==> src/rtl/xgmii_tx_encoder.sv <==
// 64b/66b transmit encoder: pairs 32-bit XGMII beats into blocks, classifies and sequences them.
// Optional payload scrambler (1+x^39+x^58) enabled by defining XGMII_TX_SCRAMBLER_EN.
//
// state | meaning
// TX_C  | between frames; expecting IDLE or S
// TX_D  | inside a frame; expecting D or T
module xgmii_tx_encoder #(
   parameter int XGMII_DATA_WIDTH = 32,
   parameter int XGMII_CTRL_WIDTH = 4
) (
   input  logic                        i_clk,
   input  logic                        i_resent_n,
   input  logic [XGMII_DATA_WIDTH-1:0] i_xgmii_txd,
   input  logic [XGMII_CTRL_WIDTH-1:0] i_xgmii_ctrl,
   input  logic                        i_xgmii_valid,
   output logic [63:0]                 o_tx_payload,
   output logic [1:0]                  o_tx_hdr,
   output logic                        o_tx_valid,
   output logic [15:0]                 o_err_cnt
);

   typedef enum logic {TX_C, TX_D} state_t;
   typedef enum logic [2:0] {BLK_D, BLK_IDLE, BLK_S, BLK_T, BLK_E} blk_t;

   localparam logic [63:0] E_PAYLOAD = {{8{7'h1E}}, 8'h1E};

   state_t                        state, state_nxt;
   logic                          half;
   logic [XGMII_DATA_WIDTH-1:0]   lo_data;
   logic [XGMII_CTRL_WIDTH-1:0]   lo_ctrl;

   logic [63:0] blk_data;
   logic [7:0]  blk_ctrl;
   blk_t        blk_cls;
   logic [2:0]  term_n;
   logic [63:0] term_payload;
   logic        term_ok;
   logic [63:0] enc_payload;
   logic [1:0]  enc_hdr;
   logic        enc_err;
   logic [63:0] out_payload;
   logic        accept;

   assign accept   = i_xgmii_valid && half;
   assign blk_data = {i_xgmii_txd, lo_data};
   assign blk_ctrl = {i_xgmii_ctrl, lo_ctrl};

   always_comb begin
      blk_cls      = BLK_E;
      term_n       = 3'd0;
      term_ok      = 1'b0;
      term_payload = 64'd0;
      if (blk_ctrl == 8'h00) begin
         blk_cls = BLK_D;
      end else if (blk_ctrl == 8'hFF && blk_data == {8{8'h07}}) begin
         blk_cls = BLK_IDLE;
      end else if (blk_ctrl == 8'h01 && blk_data[7:0] == 8'hFB) begin
         blk_cls = BLK_S;
      end else begin
         for (int n = 0; n < 8; n++) begin
            term_ok = (blk_ctrl == 8'(8'hFF << n)) && (blk_data[8*n +: 8] == 8'hFD);
            for (int k = 0; k < 8; k++) begin
               if (k > n && blk_data[8*k +: 8] != 8'h07) term_ok = 1'b0;
            end
            if (term_ok) begin
               blk_cls = BLK_T;
               term_n  = 3'(n);
            end
         end
      end
      case (term_n)
         3'd0:    term_payload[7:0] = 8'h87;
         3'd1:    term_payload[7:0] = 8'h99;
         3'd2:    term_payload[7:0] = 8'hAA;
         3'd3:    term_payload[7:0] = 8'hB4;
         3'd4:    term_payload[7:0] = 8'hCC;
         3'd5:    term_payload[7:0] = 8'hD2;
         3'd6:    term_payload[7:0] = 8'hE1;
         default: term_payload[7:0] = 8'hFF;
      endcase
      for (int k = 0; k < 7; k++) begin
         if (k < int'(term_n)) term_payload[8+8*k +: 8] = blk_data[8*k +: 8];
      end
   end

   always_comb begin
      state_nxt   = state;
      enc_payload = E_PAYLOAD;
      enc_hdr     = 2'b10;
      enc_err     = 1'b1;
      case (state)
         TX_C: begin
            if (blk_cls == BLK_IDLE) begin
               enc_payload = 64'h1E;
               enc_err     = 1'b0;
            end else if (blk_cls == BLK_S) begin
               enc_payload = {blk_data[63:8], 8'h78};
               enc_err     = 1'b0;
               state_nxt   = TX_D;
            end
         end
         default: begin
            if (blk_cls == BLK_D) begin
               enc_payload = blk_data;
               enc_hdr     = 2'b01;
               enc_err     = 1'b0;
            end else if (blk_cls == BLK_T) begin
               enc_payload = term_payload;
               enc_err     = 1'b0;
               state_nxt   = TX_C;
            end else begin
               state_nxt   = TX_C;
            end
         end
      endcase
   end

`ifdef XGMII_TX_SCRAMBLER_EN
   // scr_hist[57] is the most recently transmitted scrambled bit
   logic [57:0]  scr_state;
   logic [121:0] scr_hist;

   always_comb begin
      scr_hist = {64'd0, scr_state};
      for (int i = 0; i < 64; i++) begin
         scr_hist[58+i] = enc_payload[i] ^ scr_hist[58+i-39] ^ scr_hist[i];
      end
      out_payload = scr_hist[121:58];
   end

   always_ff @(posedge i_clk or negedge i_resent_n) begin
      if (!i_resent_n)  scr_state <= '1;
      else if (accept)  scr_state <= scr_hist[121:64];
   end
`else
   assign out_payload = enc_payload;
`endif

   always_ff @(posedge i_clk or negedge i_resent_n) begin
      if (!i_resent_n) begin
         state        <= TX_C;
         half         <= 1'b0;
         lo_data      <= '0;
         lo_ctrl      <= '0;
         o_tx_payload <= 64'd0;
         o_tx_hdr     <= 2'b10;
         o_tx_valid   <= 1'b0;
         o_err_cnt    <= 16'd0;
      end else begin
         o_tx_valid <= 1'b0;
         if (i_xgmii_valid && !half) begin
            lo_data <= i_xgmii_txd;
            lo_ctrl <= i_xgmii_ctrl;
            half    <= 1'b1;
         end else if (accept) begin
            half         <= 1'b0;
            state        <= state_nxt;
            o_tx_payload <= out_payload;
            o_tx_hdr     <= enc_hdr;
            o_tx_valid   <= 1'b1;
            if (enc_err && o_err_cnt != 16'hFFFF) o_err_cnt <= o_err_cnt + 16'd1;
         end
      end
   end

endmodule

==> config.mk <==
export PLATFORM = sky130hd
export DESIGN_NAME = xgmii_tx_encoder
export DESIGN_NICKNAME = d
export VERILOG_FILES = /design/src/rtl/xgmii_tx_encoder.sv
export SDC_FILE = /design/constraint.sdc
export NUM_CORES = 1
export LEC_CHECK = 0
export ABC_AREA = 1
export CAP_MARGIN = 0
export CORE_MARGIN = 1
export CORE_UTILIZATION = 58
export DETAILED_ROUTE_END_ITERATION = 10
export GPL_TIMING_DRIVEN = 1
export MAX_ROUTING_LAYER = met4
export PLACE_DENSITY = 0.86
export SKIP_CTS_REPAIR_TIMING = 1
export SLEW_MARGIN = 20
export SYNTH_ARGS = -nofsm -noshare
export SYNTH_HDL_FRONTEND = slang
export SYNTH_SLANG_ARGS = --single-unit
==> constraint.sdc <==
create_clock -name i_clk -period 4.6 [get_ports i_clk]
set_input_delay 1.15 -clock i_clk [delete_from_list [all_inputs] [get_ports i_clk]]
set_output_delay 1.15 -clock i_clk [all_outputs]
set_load 0.1 [all_outputs]
# Word-level counts from Yosys, hierarchy flattened
# Index checks and enable logic that the tools add are counted.
dict set report word_totals {
  ff_bits 121
  latchBits 0
  ram_bits 0
  rom_bits 0
  wordCells 171
  n_memories 0
}
dict set report op_classes {
  add_sub_neg 1
  multipliers 0
  n_div 0
  n_lt_le_gt_ge 7
  eq_ne 36
  n_shift 0
  muxes 98
  bitwise_logic 1
  reduce_logical 20
}
# cell n
set op_table {}
lappend op_table {{two-way mux 64 bit} 5}
lappend op_table {{equality test 8 bit (second input constant)} 17}
lappend op_table {{equality test 64 x 59 -> 1 bit (second input constant)} 1}
lappend op_table {{two-way mux 1 bit} 63}
lappend op_table {{two-way mux 3 bit} 20}
lappend op_table {{two-way mux 8 bit} 7}
lappend op_table {{!= test 8 x 3 -> 1 bit (second input constant)} 7}
lappend op_table {{one-hot mux 7 bit (7 select lines)} 1}
lappend op_table {{adder 16 x 1 -> 16 bit (second input constant)} 1}
lappend op_table {{!= test 16 bit (second input constant)} 1}
lappend op_table {{logical AND 1 bit} 13}
lappend op_table {{equality test 3 x 2 -> 1 bit (second input constant)} 4}
lappend op_table {{equality test 3 bit (second input constant)} 3}
lappend op_table {{less-than comparator 3 bit (first input constant)} 3}
lappend op_table {{equality test 8 x 1 -> 1 bit (second input constant)} 1}
lappend op_table {{logical NOT 8 bit} 1}
lappend op_table {{equality test 3 x 1 -> 1 bit (second input constant)} 2}
lappend op_table {{logical NOT 3 bit} 2}
lappend op_table {{less-than comparator 1 x 3 -> 1 bit (first input constant)} 2}
lappend op_table {{less-than comparator 2 x 3 -> 1 bit (first input constant)} 2}
lappend op_table {{two-way mux 2 bit} 2}
lappend op_table {{AND reduction 3 bit} 1}
lappend op_table {{AND reduction 2 bit} 1}
lappend op_table {{nonzero test 2 bit} 1}
lappend op_table {{2 further kinds} 2}

# Depth between registers and ports, before layout
dict set report logic_depth {
  ltp_word 29
  mapped_depth 19
}

# Worst setup path before layout
# Ideal clock, no wire load.
dict set report synth_timing {
  path_kind {input to register}
  start {in i_xgmii_txd[27]}
  end {reg o_tx_payload[11]}
  setup_ps 78
  arrival_ps 3088
  slack_ps 1434
  cell_stages 17
  cell_sequence {inv_2 > nand2_1 > nor2_2 > nand2_4 > inv_2 > nand2_2 > nor2_4 > nand3_2 > nand3_1 > inv_1 > ha_1 > clkbuf_1 > inv_1 > nor2_1 > o21ai_0 > o211ai_1 > a21oi_1}
}
dict set report synth_via {
  elab_chain_cells 20
  word_cells_on_any_way 65
  cone_classes {1 x order compare; 6 x eq/ne; 55 x mux; 3 x reduce/logical}
}
# element line
set synth_rtl {}
lappend synth_rtl {{start: declaration} 13} ;# input logic [XGMII_DATA_WIDTH-1:0] i_xgmii_txd,
lappend synth_rtl {{!= test 8 x 3 -> 1 bit} n/a}
lappend synth_rtl {{two-way mux 1 bit} 63} ;# if (k > n && blk_data[8*k +: 8] != 8'h07) term_ok = 1'b0;
lappend synth_rtl {{two-way mux 1 bit} 57} ;# end else if (blk_ctrl == 8'h01 && blk_data[7:0] == 8'hFB) begin
lappend synth_rtl {{two-way mux 1 bit} 55} ;# end else if (blk_ctrl == 8'hFF && blk_data == {8{8'h07}}) begin
lappend synth_rtl {{two-way mux 1 bit} 53} ;# if (blk_ctrl == 8'h00) begin
lappend synth_rtl {{two-way mux 1 bit / two-way mux 3 bit (equally long branches)} 65} ;# if (term_ok) begin
lappend synth_rtl {{two-way mux 3 bit (6 in a row)} 65}
lappend synth_rtl {{two-way mux 3 bit (on tied branches)} {57, 65}}
lappend synth_rtl {{two-way mux 3 bit (on tied branches)} {55, 57}}
lappend synth_rtl {{two-way mux 3 bit (on tied branches)} {53, 55}}
lappend synth_rtl {{less-than comparator 1 x 3 -> 1 bit / two-way mux 3 bit (equally long branches)} {82, 53}}
lappend synth_rtl {{two-way mux 8 bit (tied with other cells)} 82} ;# if (k < int'(term_n)) term_payload[8+8*k +: 8] = blk_data[8*k +: 8];
lappend synth_rtl {{two-way mux 64 bit (on tied branches)} {107, 96}}
lappend synth_rtl {{two-way mux 64 bit (on tied branches)} {103, 93}}
lappend synth_rtl {{two-way mux 64 bit *} 91} ;# case (state)
lappend synth_rtl {{end signal: assignment} 158} ;# o_tx_payload <= out_payload;
lappend synth_rtl {{end: declaration} 16} ;# output logic [63:0] o_tx_payload,
# Mark *: on every way between the ends. The rest lies on a longest branch, timed or not. The select of a mux whose other input is x is not followed.
# A chain may end at the register's enable or synchronous reset.

# Final worst setup path
dict set report layout_timing {
  start {in i_xgmii_ctrl[3]}
  end {reg o_tx_payload[11]}
}
dict set report layout_via {
  elab_chain_cells 27
  word_cells_on_any_way 101
  cone_classes {1 x order compare; 12 x eq/ne; 76 x mux; 12 x reduce/logical}
}
# element line
set layout_rtl {}
lappend layout_rtl {{start: declaration} 14} ;# input logic [XGMII_CTRL_WIDTH-1:0] i_xgmii_ctrl,
lappend layout_rtl {{parallel branches: the longest is 26 deep, another holds equality test 8 bit} n/a}
lappend layout_rtl {{two-way mux 64 bit *} 91}
# Every way passes the cells marked *. The select of a mux whose other input is x is not followed.

==> run metrics <==
status=completed; Clock Power Share=24.3%; Int Pwr=around 2.7 mW; Core Rows=40; CTS tree=yes; Final Hold Fails=0; Final Slew Violations=0; RSZ-0062 raised after global routing=no; mux share of post-synthesis cell area=0%; DIE HEIGHT=around 110 µm; post-synthesis adder-cell area fraction=1.04%; Die ar.=roughly 13000 µm²; Root Driver=clkbuf_16; Peak VDD IR=between 0.5 and 0.6 mV; Ant. Diodes=0; area grow syn2layout=26.5%; Synth Area in Compound Gates=15.9%; simple-gate area share of the yosys netlist=a little under a third; CP Data Required Time=4950 ps; Yosys reg bits=approximately 120; largest family of logic cells by synthesized area=simple AND/OR/NAND/NOR gates; most frequent cells in the layout=nand2_1, dfrtp_1, clkdlybuf4s50_1; Core ar.=around 12000 µm²; worst-path fanout max=9; Static Leakage=3.98 nW; Skew-Pair Late Insertion Delay=430 ps; vias in the first global route=7190; Post-route DRC=0; Tcrit/Tclk final=between 80% and 90%; Vias=7468; FMAX=255 MHz; Max Used Layer=met4; IO Port Bufs=121; GRT Total Usage=between 40% and 50%; final worst slack=between 600 and 700 ps; routability cong.=1.03; setup violators final=0; Sequential Power Share=a little under 30%; initial DRC count=a little over 1k; FF/Latch Area=3030 µm²; syn avg cell area=7.65 µm²; met1 WL=9.99 mm; Num CTS Buffers=17; antenna violation net count after detailed routing=0; Crit Path Class=in -> reg; Avg WL per Cell=20.1 µm; Final #Nets=1107; Logic pwr share=between 40% and 50%; crit end category=register; via density per instance=6.01; fraction of layout cells with a size suffix above 1=12.0%; initial core utilization=about 60%; worst slack, placed=469 ps; Num Clock Sinks=between 100 and 150; H-tree levels=4; HPWL after DPL=18.0 mm; clock buffer depth=2; Setup TNS Final=0 ps; Post-Syn Area=a little over 7000 µm²; Yosys cell types=47; largest net degree at the start of global routing=72; commonest non-fill, non-tap cell in the layout=nand2_1; IO Count=122; Pwr per Cell Area=roughly 600 nW/µm²; first drt pass iteration count=6; Min-Delay Path Class=reg -> reg; Met2 Routed Length=11.3 mm; area of the multi-input gates=between 3000 and 4000 µm²; type of origin of the critical path=primary input; max-cap check violation count=0; Die Wd=around 110 µm; switching share of total power=roughly half; DRT Wirelength=25.0 mm; Remaining Overflow, GRT=0; FILL cells=907; initial antenna violation count=0; net switching power figure=2.75 mW; post-synthesis sequential area ratio=41.9%; Final min period=3920 ps; Rel. slew slack=about 33%; Synth Instances=945; WL met3=2.31 mm; first-pass GRT wire length=between 30 and 40 mm; clock transition at the registers of the reported paths=60 ps; skew final=roughly 7.8 ps; worst path arrival time=4270 ps; xor/xnor share of the synthesized area=1.33%; Slew @ Worst Pin=about 1000 ps; Post-Syn Nets=between 900 and 1k; Synth warnings=0
power by group through the flow:
stage	clock network (mW)	logic (mW)	registers (mW)
after floorplan	0	0.632	2.78
after global placement	0	2.49	1.58
after detailed placement	0	2.51	1.58
after CTS	1.32	2.53	1.57
after global routing	1.37	2.65	1.60
final	1.32	2.55	1.58
path summary, 6_finish.rpt:
check | from | to | slack, ps | cells past startpoint
max | i_xgmii_ctrl[3] | o_tx_payload[11]$_DFFE_PN0P_ | 680 | 14
min reg2reg | o_tx_hdr[0]$_DFFE_PN0P_ | o_tx_hdr[0]$_DFFE_PN0P_ | 480 | 2
min in group asynchronous | i_resent_n | lo_data[3]$_DFFE_PN0P_ | 740 | 1
max in group asynchronous | i_resent_n | o_tx_hdr[1]$_DFFE_PN1P_ | 3000 | 2
min | o_tx_hdr[0]$_DFFE_PN0P_ | o_tx_hdr[0]$_DFFE_PN0P_ | 480 | 2
max reg2reg | lo_ctrl[1]$_DFFE_PN0P_ | o_tx_payload[11]$_DFFE_PN0P_ | 1710 | 14
cell usage after synthesis (all sizes together):
master | n | area share [%]
nand2 | 205 | 12
dfrtp | 120 | 42
inv | 116 | 6.2
nor2 | 112 | 6.6
o21ai | 105 | 7.7
nand3 | 66 | 5.3
a21oi | 51 | 3.5
nand4 | 36 | 3.6
o211ai | 30 | 3.1
clkbuf | 25 | 1.3
nor3 | 18 | 1.5
buf | 10 | 1.3
nor4 | 10 | 0.95
xor2 | 8 | 0.97
ha | 6 | 1.0
o221ai | 6 | 0.73
a31oi | 5 | 0.43
nand3b | 4 | 0.42
clkinv | 3 | 0.17
xnor2 | 3 | 0.36
o22ai | 2 | 0.17
a211oi | 1 | 0.10
dfstp | 1 | 0.36
o31ai | 1 | 0.10
or2 | 1 | 0.087
worst max-delay path: stages:
cell             delay, ps
clkdlybuf4s50_1        680
inv_1                  130
nor4_1                 400
nand4_1                250
inv_2                  140
nor2_4                  50
nand3_1                190
inv_1                  100
ha_1                   290
inv_1                  240
nor2_1                 170
o21ai_0                190
o211ai_1               110
a21oi_1                160
cells by family after synthesis:
kind of cell,after synthesis
and+or+nand+nor,452
AOI/OAI and AO/OA,201
buffers and inverters,154
DFF,121
xor gates and xnor gates,11
adders and majority gates,6
routing by layer:
metal	vias up	GRT usage (%)
met5	-	-
met4	0	22.9
met3	111	8.93
met2	485	62.4
met1	3475	53.3
li1	3397	-
sequential cells by signal, indices dropped and copies added (netlist names):
| register | count |
|---|---|
| o_tx_valid | 1 |
| lo_ctrl | 4 |
| lo_data | 32 |
| half | 1 |
| state | 1 |
| o_tx_payload | 64 |
| o_err_cnt | 16 |
| o_tx_hdr | 2 |
final cells by class:
cell class | count | share of cell area, %
multi-input cells | 670 | 38.9
flip-flops and latches | 121 | 33.1
well taps | 168 | 2.30
clock inverters | 11 | 1.34
clock buffers | 20 | 4.99
inverters | 119 | 5.03
repair buffers | 133 | 14.3
through the flow:
stage / cell area [µm²] / cells / hold WS (ps) / total power [mW] / util (%)
final: 9150 / 1242 / 483 / 5.45 / 75.9
after CTS: 9150 / 1242 / 487 / 5.42 / 75.9
after floorplan: 7230 / 945 / 474 / 3.41 / -
after detailed placement: 8570 / 1211 / 472 / 4.09 / 71.1
after global routing: 9150 / 1242 / 505 / 5.63 / 75.9
after global placement: 8570 / 1211 / 465 / 4.06 / 71.1
Power figures use the tool's default switching activity.
